$ cat src/rtl/xmodem_tx.sv
// XMODEM (checksum) sender: streams a memory byte range as 128-byte packets
// over the UART FIFOs, with host-driven retry, CAN abort and EOT handshake.
module xmodem_tx #(
  parameter int                    NB_UART_DATA = 8,
  parameter int                    NB_ADDR      = 10,
  parameter int                    NB_LEN       = 16,
  parameter int                    MAX_RETRY    = 10,
  parameter int                    NB_TIMEOUT   = 24,
  parameter logic [NB_TIMEOUT-1:0] TIMEOUT_CYC  = 24'd5_000_000
) (
  input  logic                    clk,
  input  logic                    i_rst,
  input  logic                    i_start,
  input  logic [NB_ADDR-1:0]      i_base_addr,
  input  logic [NB_LEN-1:0]       i_len,
  output logic                    o_busy,
  output logic                    o_done,
  output logic                    o_error,
  output logic                    o_mem_rd,
  output logic [NB_ADDR-1:0]      o_mem_addr,
  input  logic [7:0]              i_mem_data,
  output logic                    o_uart_wr,
  output logic                    o_uart_tx_start,
  output logic [NB_UART_DATA-1:0] o_uart_wdata,
  input  logic                    i_uart_tx_done,
  output logic                    o_uart_rd,
  input  logic [NB_UART_DATA-1:0] i_uart_rx_data,
  input  logic                    i_uart_rx_done
);

  localparam int                    NB_RETRY   = $clog2(MAX_RETRY + 1);
  localparam logic [NB_RETRY-1:0]   RETRY_LAST = NB_RETRY'(MAX_RETRY - 1);
  localparam logic [NB_TIMEOUT-1:0] TMO_LAST   = TIMEOUT_CYC - NB_TIMEOUT'(1);
  localparam logic [7:0] B_SOH = 8'h01, B_EOT = 8'h04, B_ACK = 8'h06;
  localparam logic [7:0] B_NAK = 8'h15, B_CAN = 8'h18, B_PAD = 8'h1A;

  typedef enum logic [3:0] {
    S_IDLE, S_WAIT_NAK, S_SEND_SOH, S_SEND_BLK, S_SEND_NBLK, S_SEND_DATA,
    S_SEND_CKSUM, S_WAIT_RESP, S_SEND_EOT, S_WAIT_EOT_ACK, S_DONE, S_ERR
  } state_t;

  state_t                state, state_n, send_next;
  logic                  sent, sent_n, is_send, retry_last, timeout;
  logic [NB_ADDR-1:0]    base_q, base_n;
  logic [NB_LEN-1:0]     len_q, len_n;
  logic [NB_LEN:0]       off_q, off_n;
  logic [6:0]            idx_q, idx_n, nidx;
  logic [7:0]            blk_q, blk_n, cksum_q, cksum_n, tx_byte, rx_byte_q;
  logic [NB_RETRY-1:0]   retry_q, retry_n;
  logic [NB_TIMEOUT-1:0] timer_q, timer_n;
  logic                  rx_vld_q;

  // off is one bit wider than len so the last packet's compare cannot overflow
  function automatic logic in_range(input logic [NB_LEN:0] off, input logic [6:0] idx,
                                    input logic [NB_LEN-1:0] len);
    return (off + (NB_LEN+1)'(idx)) < {1'b0, len};
  endfunction

  always_comb begin
    state_n = state;  sent_n = sent;   base_n = base_q;  len_n = len_q;
    off_n = off_q;    idx_n = idx_q;   blk_n = blk_q;    cksum_n = cksum_q;
    retry_n = retry_q;
    timer_n = '0;
    tx_byte = 8'h00;  send_next = state;  is_send = 1'b0;
    o_mem_rd = 1'b0;  o_mem_addr = '0;  o_uart_wr = 1'b0;  o_uart_wdata = '0;
    o_done = 1'b0;    o_error = 1'b0;
    o_busy = (state != S_IDLE) && (state != S_DONE) && (state != S_ERR);
    retry_last = (retry_q == RETRY_LAST);
    timeout = (timer_q == TMO_LAST);
    nidx = (state == S_SEND_NBLK) ? 7'd0 : idx_q + 7'd1;
    case (state)
      S_IDLE: if (i_start) begin
        base_n = i_base_addr;  len_n = i_len;  off_n = '0;
        blk_n = 8'h01;  retry_n = '0;  state_n = S_WAIT_NAK;
      end
      S_WAIT_NAK: begin
        timer_n = timer_q + 1'b1;
        if (rx_vld_q && rx_byte_q == B_NAK) begin
          retry_n = '0;  timer_n = '0;
          state_n = (len_q == '0) ? S_SEND_EOT : S_SEND_SOH;
        end else if (timeout) begin
          timer_n = '0;
          if (retry_last) state_n = S_ERR;
          else            retry_n = retry_q + 1'b1;
        end
      end
      S_SEND_SOH:   begin is_send = 1'b1; tx_byte = B_SOH;  send_next = S_SEND_BLK;
                          cksum_n = '0; idx_n = '0; end
      S_SEND_BLK:   begin is_send = 1'b1; tx_byte = blk_q;  send_next = S_SEND_NBLK; end
      S_SEND_NBLK:  begin is_send = 1'b1; tx_byte = ~blk_q; send_next = S_SEND_DATA; end
      S_SEND_DATA:  begin
        is_send = 1'b1;
        tx_byte = in_range(off_q, idx_q, len_q) ? i_mem_data : B_PAD;
        send_next = (idx_q == 7'd127) ? S_SEND_CKSUM : S_SEND_DATA;
      end
      S_SEND_CKSUM: begin is_send = 1'b1; tx_byte = cksum_q; send_next = S_WAIT_RESP; end
      S_SEND_EOT:   begin is_send = 1'b1; tx_byte = B_EOT;   send_next = S_WAIT_EOT_ACK; end
      S_WAIT_RESP: begin
        timer_n = timer_q + 1'b1;
        if (rx_vld_q && rx_byte_q == B_ACK) begin
          blk_n = blk_q + 8'd1;  off_n = off_q + (NB_LEN+1)'(128);
          retry_n = '0;  timer_n = '0;
          state_n = (off_n >= {1'b0, len_q}) ? S_SEND_EOT : S_SEND_SOH;
        end else if (rx_vld_q && rx_byte_q == B_CAN) begin
          state_n = S_ERR;
        end else if ((rx_vld_q && rx_byte_q == B_NAK) || timeout) begin
          timer_n = '0;
          if (retry_last) state_n = S_ERR;
          else begin retry_n = retry_q + 1'b1; state_n = S_SEND_SOH; end
        end
      end
      S_WAIT_EOT_ACK: begin
        timer_n = timer_q + 1'b1;
        if (rx_vld_q && rx_byte_q == B_ACK) begin
          state_n = S_DONE;
        end else if ((rx_vld_q && rx_byte_q == B_NAK) || timeout) begin
          timer_n = '0;
          if (retry_last) state_n = S_ERR;
          else begin retry_n = retry_q + 1'b1; state_n = S_SEND_EOT; end
        end
      end
      S_DONE:  begin o_done = 1'b1;  state_n = S_IDLE; end
      S_ERR:   begin o_error = 1'b1; state_n = S_IDLE; end
      default: state_n = S_IDLE;
    endcase
    // Shared byte send: one write cycle, then hold until the line reports done.
    // The next payload byte is fetched on the done cycle so it is ready on entry.
    if (is_send) begin
      if (!sent) begin
        o_uart_wr = 1'b1;
        o_uart_wdata = NB_UART_DATA'(tx_byte);
        sent_n = 1'b1;
        if (state == S_SEND_DATA) cksum_n = cksum_q + tx_byte;
      end else if (i_uart_tx_done) begin
        sent_n = 1'b0;
        state_n = send_next;
        if (state == S_SEND_DATA) idx_n = nidx;
        if (send_next == S_SEND_DATA && in_range(off_q, nidx, len_q)) begin
          o_mem_rd = 1'b1;
          o_mem_addr = base_q + NB_ADDR'(off_q + (NB_LEN+1)'(nidx));
        end
      end
    end
  end

  assign o_uart_tx_start = o_uart_wr;
  assign o_uart_rd       = rx_vld_q;

  always_ff @(posedge clk) begin
    if (i_rst) begin
      state <= S_IDLE;   sent <= 1'b0;    base_q <= '0;   len_q <= '0;
      off_q <= '0;       idx_q <= '0;     blk_q <= '0;    cksum_q <= '0;
      retry_q <= '0;     timer_q <= '0;   rx_vld_q <= 1'b0; rx_byte_q <= '0;
    end else begin
      state <= state_n;  sent <= sent_n;  base_q <= base_n; len_q <= len_n;
      off_q <= off_n;    idx_q <= idx_n;  blk_q <= blk_n;   cksum_q <= cksum_n;
      retry_q <= retry_n; timer_q <= timer_n;
      rx_vld_q <= i_uart_rx_done;
      rx_byte_q <= i_uart_rx_data[7:0];
    end
  end

endmodule
$ cat config.mk
export PLATFORM = sky130hd
export DESIGN_NAME = xmodem_tx
export DESIGN_NICKNAME = d
export VERILOG_FILES = /design/src/rtl/xmodem_tx.sv
export SDC_FILE = /design/constraint.sdc
export NUM_CORES = 1
export LEC_CHECK = 0
export CAP_MARGIN = 20
export CORE_ASPECT_RATIO = 1.25
export CORE_MARGIN = 3
export CORE_UTILIZATION = 35
export CTS_CLUSTER_DIAMETER = 100
export CTS_CLUSTER_SIZE = 10
export DETAILED_ROUTE_END_ITERATION = 10
export DONT_BUFFER_PORTS = 1
export PLACE_DENSITY = 0.61
export SYNTH_ARGS = -nofsm -noshare
export SYNTH_HDL_FRONTEND = slang
export SYNTH_SLANG_ARGS = --single-unit
export TNS_END_PERCENT = 30
$ cat constraint.sdc
create_clock -name clk -period 11.6 [get_ports clk]
set_input_delay 1.16 -clock clk [delete_from_list [all_inputs] [get_ports clk]]
set_output_delay 1.16 -clock clk [all_outputs]
set_load 0.02 [all_outputs]
==> flow_metrics.py <==
metrics = {
    "place": {
        "dp_cells": 1109,
        "postPlaceCellArea_um2": 6982,
        "gp_congestion": 0.8779,
        "port_buffers": 0,
        "dp_hpwl_mm": 12.66,
    },
    "clock_tree": {
        "cts_buffers": 9,
        "cts_setup_buffers": 0,
        "cts.reportedPaths.clkPinSlew_ns": 0.07,
        "cts_resized": 0,
        "ctsHtreeMaxLevel": 3,
        "cts.hold.buffers_added": 0,
        "cts.sinks": 101,
        "tritoncts": "done",
        "cts-root-buf": "clkbuf_16",
        "ctsLongestPathBuffers": 2,
        "clk_latency_ns": 0.35,
    },
    "routing": {
        "wl_per_cell_um": 14.78,
        "wl_met3_um": 663,
        "drc_errors": 0,
        "vias": 5855,
        "wl_met2_mm": 8.136,
        "drtPass1Iterations": 5,
        "routedLengthMet1_mm": 7.535,
        "ant_nets": 0,
        "top_layer_used": "met4",
        "drt-vias-per-instance": 5.204,
        "drt_iter0_markers": 362,
        "wl_mm": 16.62,
    },
    "cells_and_area": {
        "register_area_um2": 2022,
        "syn_to_final_growth_pct": 5.689,
        "final_common_cell": "nand2_1",
        "final_layout_size_suffix_gt1_share_pct": 4.630,
        "layout_common_cells": "115 x nand2_1, 101 x dfxtp_1, 92 x nor2_1, 84 x a21oi_1, 61 x ha_1",
        "antenna_cells": 0,
        "fillers": 2013,
        "fin_area_um2": 7298,
        "finalNonFillerCells": 1125,
        "multi_input_area_um2": 4468,
        "fin_nets": 969,
    },
    "logic_synthesis": {
        "ys_types": 67,
        "yosysSeqAreaShare_pct": 29.28,
        "synth_edf_count": 0,
        "synth_seq_cells": 101,
        "synthArstFlopShare_pct": 0,
        "ys_warn_count": 0,
        "synthCells": 907,
        "netlist_area_um2": 6905,
        "synth_nets": 1017,
        "synth-main-ff-cell": "dfxtp_1",
        "avgSynthCellArea_um2": 7.613,
    },
    "global_routing": {
        "grt_pass1_wl_mm": 27.57,
        "grt_max_degree": 82,
        "grt_overflow": 0,
        "first_global_vias": 5448,
        "globalRouteTotalUtil_pct": 15.50,
        "antenna_found_initial": 0,
    },
    "floorplanning": {
        "start_util_pct": 36.23,
        "ios": 72,
        "die-area_um2": 21460,
        "dieHeight_um": 163.0,
        "die_w_um": 131.6,
        "coreArea_um2": 19060,
        "row_count": 56,
    },
    "timing": {
        "period_minus_slack_ns": 5.746,
        "tightest_slew_ns": 0.9868,
        "setup_viol": 0,
        "rsz0062_at_grt": "false",
        "max_freq_mhz": 174.0,
        "maxSlewHeadroom_pct": 34.09,
        "finalClockSkew_ns": 0.01147,
        "finalCritPeriodShare_pct": 49.53,
        "tns_ns": 0,
        "maxSlewViolCount": 0,
        "finalHoldViolations": 0,
    },
    "worst_setup_path": {
        "critPathArrivalTime_ns": 4.59,
        "path_class": "register to primary output",
        "critPathCaptureType": "primary output",
        "critPathMaxFanout": 17,
        "critPathLaunchType": "register",
        "crit_required_ns": 10.44,
    },
    "power": {
        "fin_total_pwr_mw": 0.7489,
        "vdd_drop_max_v": 0.00006574,
        "leakage_nw": 2.858,
        "powerDensity_nw_per_um2": 102.6,
    },
    "job": {
        "maxCapViolCount": 0,
    },
    "status": {
        "status": "complete, no violations",
    },
    "min_path": {
        "hp-class": "register to register",
    },
}
cells by family after synthesis:
kind of cell / synth area share (%)
simple gates: 28.23
compound gates: 16.72
flops: 29.28
buf+inv: 6.016
fa+ha+maj: 11.78
xor+xnor: 7.610
mux: 0.3080
other cells: 0.05431
area by class of cell:
class,instances,area share (%)
sequential,101,27.70
clock buffer,11,3.463
clock inverter,5,0.8743
tap,261,4.475
multi-input combinational,706,61.22
timing repair buffer,3,0.3086
inverter,38,1.954
state kept, by name (all words and copies together), names as in the netlist:
register   flops
timer_q       24
len_q         16
base_q        10
off_q         10
blk_q          8
cksum_q        8
rx_byte_q      8
idx_q          7
retry_q        4
state          4
o_uart_rd      1
sent           1
metal layers:
layer	vias to the layer above	track usage, %
met1	2670	19.87
li1	3039	-
met5	-	0
met2	127	26.89
met4	0	4.298
met3	19	2.742
worst paths after layout:
kind | from | to | slack, ns | cells past startpoint
worst max register to register | len_q[13] | cksum_q[7] | 7.18 | 16
worst max-delay path | state[2] | o_mem_addr[2] | 5.85 | 11
worst min register to register | base_q[0] | base_q[0] | 0.46 | 2
worst min-delay path | base_q[0] | base_q[0] | 0.46 | 2
power breakdown:
part / internal, mW / switching [mW] / total [mW] / leakage (nW)
logic: 0.0253 / 0.0391 / 0.0644 / 1.88
registers: 0.355 / 0.00883 / 0.364 / 0.821
clock network: 0.182 / 0.139 / 0.321 / 0.153
critical path, cell delays in order (launching register included):
cell	delay [ns]
dfxtp_1	0.67
nor4b_4	0.51
and2b_1	0.26
ha_1	0.35
ha_1	0.29
a21oi_1	0.13
o21ai_1	0.10
a221oi_2	0.29
o21ai_1	0.10
a21o_1	0.19
a211oi_2	0.83
nor3b_2	0.51
cell usage after synthesis (all sizes together) (2+ instances only):
cell / count / area share, %
a31oi: 6 / 0.54
a211oi: 11 / 1.3
a21boi: 3 / 0.38
a221oi: 2 / 0.34
nor2b: 21 / 1.9
dfxtp: 101 / 29
nand4b: 4 / 0.60
fa: 2 / 0.58
a22oi: 8 / 0.87
or2: 5 / 0.45
nor4b: 5 / 1.3
a2111oi: 2 / 0.34
o21ai: 41 / 3.0
nand3b: 4 / 0.43
or4: 3 / 0.38
ha: 61 / 11
nand3: 41 / 3.0
and3: 18 / 1.6
nor4: 4 / 0.36
a21oi: 84 / 6.1
xnor2: 23 / 2.9
buf: 10 / 1.1
nand4: 13 / 1.2
nor2: 93 / 5.1
or3: 5 / 0.45
nand2: 115 / 6.3
and3b: 2 / 0.25
o31a: 2 / 0.25
inv: 38 / 2.1
nand2b: 8 / 0.72
clkbuf: 52 / 2.8
o311ai: 2 / 0.25
o22ai: 5 / 0.45
and2: 15 / 1.4
nor3: 24 / 1.7
nor3b: 7 / 0.91
xor2: 37 / 4.7
a21o: 15 / 1.6
through the flow:
stage	setup WS, ns	util (%)	hold slack (ns)
finish	5.854	38.29	0.4639
global route	5.553	38.29	0.4856
CTS	5.859	38.29	0.4673
detailed placement	6.271	36.63	0.4524
global placement	6.320	36.63	0.4418
floorplan	7.073	-	0.4261
(Power assumes the default switching activity.)
